**src/rtl/npc_pkg.sv**
```systemverilog
// Shared definitions for the NPC core front end: widths, reset PC and the
// fetch state encoding used by ifu_fetch.
package npc_pkg;

  localparam int                XLEN      = 32;
  localparam logic [XLEN-1:0]   RESET_PC  = 32'h8000_0000;
  localparam logic [XLEN-1:0]   ZERO_INST = '0;

  // Fetch state encoding, kept as plain constants so older code can compare against it.
  localparam logic [1:0] FS_REQ      = 2'd0;
  localparam logic [1:0] FS_RESP     = 2'd1;
  localparam logic [1:0] FS_OUT      = 2'd2;
  localparam logic [1:0] FS_WAIT_NPC = 2'd3;

  function automatic logic is_word_aligned(input logic [1:0] low_bits);
    return low_bits == 2'b00;
  endfunction

endpackage

```
**src/rtl/ifu_fetch.sv**
```systemverilog
// Multi-cycle instruction fetch: owns the PC, reads one word from imem,
// hands it to decode, then waits for the next PC. One instruction in flight.
module ifu_fetch #(
  parameter int                XLEN     = npc_pkg::XLEN,
  parameter logic [XLEN-1:0]   RESET_PC = XLEN'(npc_pkg::RESET_PC)
) (
  input  logic            clk,
  input  logic            rst,
  output logic            imem_req_valid,
  input  logic            imem_req_ready,
  output logic [XLEN-1:0] imem_req_addr,
  input  logic            imem_resp_valid,
  output logic            imem_resp_ready,
  input  logic [XLEN-1:0] imem_resp_data,
  input  logic            imem_resp_err,
  output logic            inst_valid,
  input  logic            inst_ready,
  output logic [XLEN-1:0] inst,
  output logic [XLEN-1:0] inst_pc,
  output logic            inst_fault,
  input  logic            npc_valid,
  input  logic [XLEN-1:0] npc,
  output logic [31:0]     fetch_count
);

  import npc_pkg::*;

  logic [1:0]      state;
  logic [XLEN-1:0] pc;

  // Handshake outputs come straight from the state register so no input
  // can ripple combinationally into a valid/ready.
  assign imem_req_valid  = (state == FS_REQ);
  assign imem_resp_ready = (state == FS_RESP);
  assign inst_valid      = (state == FS_OUT);
  assign imem_req_addr   = pc;

  // NOTE: all state here is updated with non-blocking assignments so every
  // register samples the pre-edge values regardless of statement order.
  always_ff @(posedge clk) begin
    if (rst) begin
      state       <= FS_REQ;
      pc          <= RESET_PC;
      inst        <= '0;
      inst_pc     <= '0;
      inst_fault  <= 1'b0;
      fetch_count <= '0;
    end else begin
      case (state)
        FS_REQ: begin
          if (imem_req_ready) state <= FS_RESP;
        end
        FS_RESP: begin
          if (imem_resp_valid) begin
            inst       <= imem_resp_err ? XLEN'(ZERO_INST) : imem_resp_data;
            inst_fault <= imem_resp_err;
            inst_pc    <= pc;
            state      <= FS_OUT;
          end
        end
        FS_OUT: begin
          if (inst_ready) begin
            fetch_count <= fetch_count + 32'd1;
            state       <= FS_WAIT_NPC;
          end
        end
        FS_WAIT_NPC: begin
          if (npc_valid) begin
            pc <= npc;
            if (is_word_aligned(npc[1:0])) begin
              state <= FS_REQ;
            end else begin
              // Misaligned target faults locally; memory is never touched.
              inst       <= XLEN'(ZERO_INST);
              inst_fault <= 1'b1;
              inst_pc    <= npc;
              state      <= FS_OUT;
            end
          end
        end
        default: state <= FS_REQ;
      endcase
    end
  end

endmodule

```
**config.mk**
```make
export PLATFORM = sky130hd
export DESIGN_NAME = ifu_fetch
export DESIGN_NICKNAME = d
export VERILOG_FILES = /design/src/rtl/npc_pkg.sv /design/src/rtl/ifu_fetch.sv
export SDC_FILE = /design/constraint.sdc
export NUM_CORES = 1
export LEC_CHECK = 0
export ABC_CLOCK_PERIOD_IN_PS = 6200
export BUFFER_PORTS_ARGS = -buffer_cell sky130_fd_sc_hd__buf_2
export CORE_MARGIN = 5
export CORE_UTILIZATION = 49
export CTS_CLUSTER_SIZE = 16
export DETAILED_ROUTE_END_ITERATION = 16
export PLACE_DENSITY = 0.8
export SYNTH_ARGS = -nofsm -noshare
export SYNTH_HDL_FRONTEND = slang
export SYNTH_SLANG_ARGS = --single-unit
```
**constraint.sdc**
```tcl
create_clock -name clk -period 6.2 [get_ports clk]
set_input_delay 0.31 -clock clk [delete_from_list [all_inputs] [get_ports clk]]
set_output_delay 0.31 -clock clk [all_outputs]
set_load 0.02 [all_outputs]
```
# Word-level counts from Yosys, hierarchy flattened
# Cells that the tools add are included.
totals:
  register_bits: 131
  inputBits: 71
  out_inout_bits: 132
  elab_cells: 41
classes:
  add_sub_neg: 1
  n_eq_ne: 8
  mux: 19
  n_reduce_logical: 7
op_table:
  columns: ["operator", "count"]
  rows:
  - ["$mux W32", 7]
  - ["$pmux W32 S2", 2]
  - ["$add A32 B1 Y32 const B", 1]
  - ["$mux W2", 5]
  - ["$pmux W2 S4", 1]
  - ["$reduce_and A4 Y1", 2]
  - ["$ne A2 B2 Y1 const B", 3]
  - ["$eq A2 B2 Y1 const B", 2]
  - ["$logic_not A2 Y1", 2]
  - ["$ne A2 B1 Y1 const B", 2]
  - ["$reduce_and A2 Y1", 2]
  - ["$mux W1", 3]
  - ["$eq A2 B1 Y1 const B", 1]
  - ["$pmux W1 S2", 1]
  - ["$reduce_bool A2 Y1", 1]

# Logic depth before layout (Yosys ltp)
logic_depth:
  depth_word: 4
  ltp_mapped: 7
  depth_no_buf: 5

# Least setup slack after synthesis
# OpenSTA, ideal clock, no wires.
synth_path:
  path_type: "register -> register"
  start: "reg fetch_count[0]"
  end: "reg fetch_count[20]"
  setup_time_ns: 0.121
  t_arrival_ns: 2.164
  required_ns: 6.079
  slack_ns: 3.915
  stages_incl_launch_ff: 7
  path_buffers: 1
  path_cell_list: "dfxtp_1 ha_1 nand4b_1 or4_4 buf_6 nor4_1 mux2_2"
synth_between:
  elab_chain_cells: 1
synth_rtl:
  columns: ["element", "line", "text"]
  rows:
  - ["from (decl)", "ifu_fetch.sv:23", "output logic [31:0] fetch_count"]
  - ["from (signal assigned)", "ifu_fetch.sv:63", "fetch_count <= fetch_count + 32'd1;"]
  - ["$add A32 B1 Y32", "ifu_fetch.sv:63", null]
# Every way passes these cells.
# A chain may end at the register's enable or synchronous reset.

# Worst setup path in the final report
layout_path:
  start: "reg state[1]"
  end: "reg fetch_count[20]"
layout_between:
  elab_chain_cells: 2
layout_rtl:
  columns: ["element", "line", "text"]
  rows:
  - ["from (decl)", "ifu_fetch.sv:28", "logic [1:0] state;"]
  - ["from (signal assigned)", "ifu_fetch.sv:42", "state <= FS_REQ;"]
  - ["from (signal assigned)", "ifu_fetch.sv:51", "if (imem_req_ready) state <= FS_RESP;"]
  - ["from (signal assigned)", "ifu_fetch.sv:58", "state <= FS_OUT;"]
  - ["$eq A2 B2 Y1", "ifu_fetch.sv:49", "case (state)"]
  - ["$reduce_and A2 Y1 (no line)", null, null]
# Every way passes these cells.

==> results.json <==
{
  "cpMaxStageDelayCell": "dfxtp_2",
  "mappedNetlistArea_sq_um": 5270,
  "drv_cap": 0,
  "hold_buffers": 0,
  "worst-path-stages": 4,
  "clock_skew_ps": 10.1,
  "status": "complete, no violations",
  "cp-end-kind": "register",
  "drv_slew": 0,
  "multi_input_area_sq_um": 2420,
  "critical_path.max_stage_delay_ps": 910,
  "start_kind": "register",
  "die_y_um": 114,
  "yosysTopAreaCellShare_pct": 49.8,
  "synth_cell_types": 41,
  "ys_warn_count": 0,
  "drtAntennaViolNets": 0,
  "synthTopCellsByArea": "dfxtp_1 50%, nand2_1 7.8%, nor2_1 5.5%",
  "core_sq_um": 10400,
  "io-pin-count": 203,
  "drt-total-wl_um": 15000,
  "clock-sinks": 131,
  "post-dp-hpwl_um": 10200,
  "cts_tree": "built",
  "cts_setup_buffers": 0,
  "crit_arrival_ps": 3220,
  "vias_per_cell": 5.56,
  "tns_ps": 0,
  "use_met1_pct": 27.8,
  "synth_nets": 707,
  "syn-instance-count": 635,
  "clk_pin_slew_ps": 60,
  "gr-max-usage-layer": "met2",
  "min_period_ps": 2830,
  "timing.fmax_mhz": 353,
  "irDropWorstVdd_uv": 180,
  "r2r_start": "state[1]",
  "gp_congestion": 0.838,
  "grt_setup_unrepaired": "no",
  "crit_required_ps": 6590,
  "finalSetupViolCount": 0,
  "min_from": "imem_resp_data[22]",
  "hold_path_class": "in2reg",
  "min_period_over_period_pct": 45.7,
  "areaGrowthSynthToFinish_pct": 29.8,
  "ys_async_sr_fraction_pct": 0,
  "wl_per_cell_um": 15.7,
  "syn_avg_cell_area_sq_um": 8.30,
  "yosysSeqAreaShare_pct": 49.8,
  "drt_drc_violations_left": 0,
  "seqCellArea_sq_um": 2630,
  "vias": 5305,
  "cts_buffers": 17,
  "synth_edf_count": 0,
  "fin_util_pct": 65.7,
  "drtIter0Drc": 376,
  "fill_cells": 881,
  "path_class": "reg2reg",
  "ys_ff_latch": 131,
  "layout_commonest_cell": "buf_2",
  "final_area_sq_um": 6840,
  "reg2regPathDepth": 4,
  "die_x_um": 114,
  "grt-ovfl-total": 0,
  "numPortBuffers": 202,
  "cts_resized": 0,
  "clock_latency_ps": 500,
  "layout.cells.most_common_list": "201 x buf_2, 129 x dfxtp_1, 109 x nand2_1",
  "path_max_fanout": 47,
  "grt_pass1_wl_um": 23800,
  "r2r-end": "fetch_count[20]",
  "placed_area_sq_um": 6280,
  "clockBufferDepth": 2,
  "p_total_mw": 2.01,
  "grt_use_met3_pct": 7.69,
  "met2_usage_pct": 36.1,
  "synth_top_area_cell": "dfxtp_1",
  "grt_pass1_vias": 4933,
  "finalHoldViolations": 0,
  "cp_cell_sequence": "nand4b_1, or4_4, nor4_1, mux2_2",
  "crit_family": "simple AND/OR/NAND/NOR gates",
  "cts_max_level": 4,
  "start_util_pct": 50.6,
  "drive_gt1_share_pct": 30.1,
  "row_count": 37,
  "grtUsageTotal_pct": 22.2,
  "grt_start_max_net_pins": 81,
  "max_slew_margin_pct": 14.7,
  "hold_end": "inst[22]",
  "design.die.area_sq_um": 12900,
  "min_path_cells": 3,
  "power.density_nw_per_um2": 294,
  "ff2ff_setup_slack_ps": 3370,
  "antenna_found_initial": 1,
  "max_slew.worst_pin.slew_ps": 1280,
  "synth_flop_cell": "dfxtp_1",
  "p_leak_nw": 2.82,
  "cts-root-buf": "clkbuf_8",
  "first_pass_iters": 6,
  "path_buf_inv": 0,
  "final_net_count": 876
}
## cells in the mapped netlist, types with 10 or more instances
library cell / number
dfxtp_1: 131
nand2_1: 109
nor2_1: 77
a21oi_1: 53
clkbuf_1: 46
nand3_1: 41
a22oi_1: 32
a311oi_1: 31
or4_1: 12
o31ai_1: 11
o21ai_0: 10
## per-layer routing
metal | share of wire [%] | wire length, um
met1 | 40 | 6050
met2 | 49 | 7360
met3 | 8.6 | 1280
met4 | 1.9 | 277
met5 | 0 | 0
## how the worst max path moves through the flow
stage	startpoint	endpoint	slack (ps)
2_1_floorplan	fetch_count[0]	fetch_count[20]	3920
3_3_place_gp	state[1]	fetch_count[20]	3440
3_5_place_dp	state[1]	fetch_count[20]	3410
4_1_cts	state[1]	fetch_count[20]	3400
5_1_grt	state[1]	fetch_count[20]	3230
6_report	state[1]	fetch_count[20]	3370
## worst reg2reg max path: stages, from the launching register on
cell	delay (ps)
dfxtp_2	910
nand4b_1	390
or4_4	740
nor4_1	320
mux2_2	360
## stage by stage
| step | setup slack (ps) | hold WS (ps) | std cells |
|---|---|---|---|
| floorplan | 3920 | 434 | 635 |
| global placement | 3440 | 455 | 921 |
| detailed placement | 3410 | 461 | 921 |
| CTS | 3400 | 20.3 | 953 |
| global route | 3230 | 25.3 | 954 |
| finish | 3370 | 47.0 | 954 |
## flip-flops by register name, summed over array words and instances (netlist names)
| register | flops |
|---|---|
| state | 2 |
| imem_req_addr | 32 |
| inst_pc | 32 |
| fetch_count | 32 |
| inst | 32 |
| inst_fault | 1 |
## kinds of logic (layout without fill, tap and decap cells)
| logic type | Yosys count | in the layout | share of synthesized area, % |
|---|---|---|---|
| flops | 131 | 131 | 49.8 |
| xor+xnor | 9 | 9 | 1.50 |
| other cells | 0 | 1 | 0 |
| fa+ha+maj | 1 | 1 | 0.237 |
| buf+inv | 62 | 244 | 4.65 |
| simple gates | 284 | 284 | 24.7 |
| compound gates | 146 | 146 | 18.7 |
| mux | 2 | 2 | 0.427 |
## cell type report
cell class                 instances  share of cell area (%)
antenna                            1                  0.0366
clock buffer                      20                    6.22
clock inverter                    12                    1.94
inverter                           7                   0.384
multi-input combinational        442                    35.4
sequential                       131                    38.4
tap                              136                    2.49
timing repair buffer             205                    15.1
## power by group
part	switching (mW)	leakage [nW]	internal, mW	total, mW
Sequential	0.0295	1.06	0.868	0.898
Clock	0.366	0.266	0.573	0.939
Combinational	0.109	1.49	0.0624	0.172
Power figures use the tool's default switching activity.
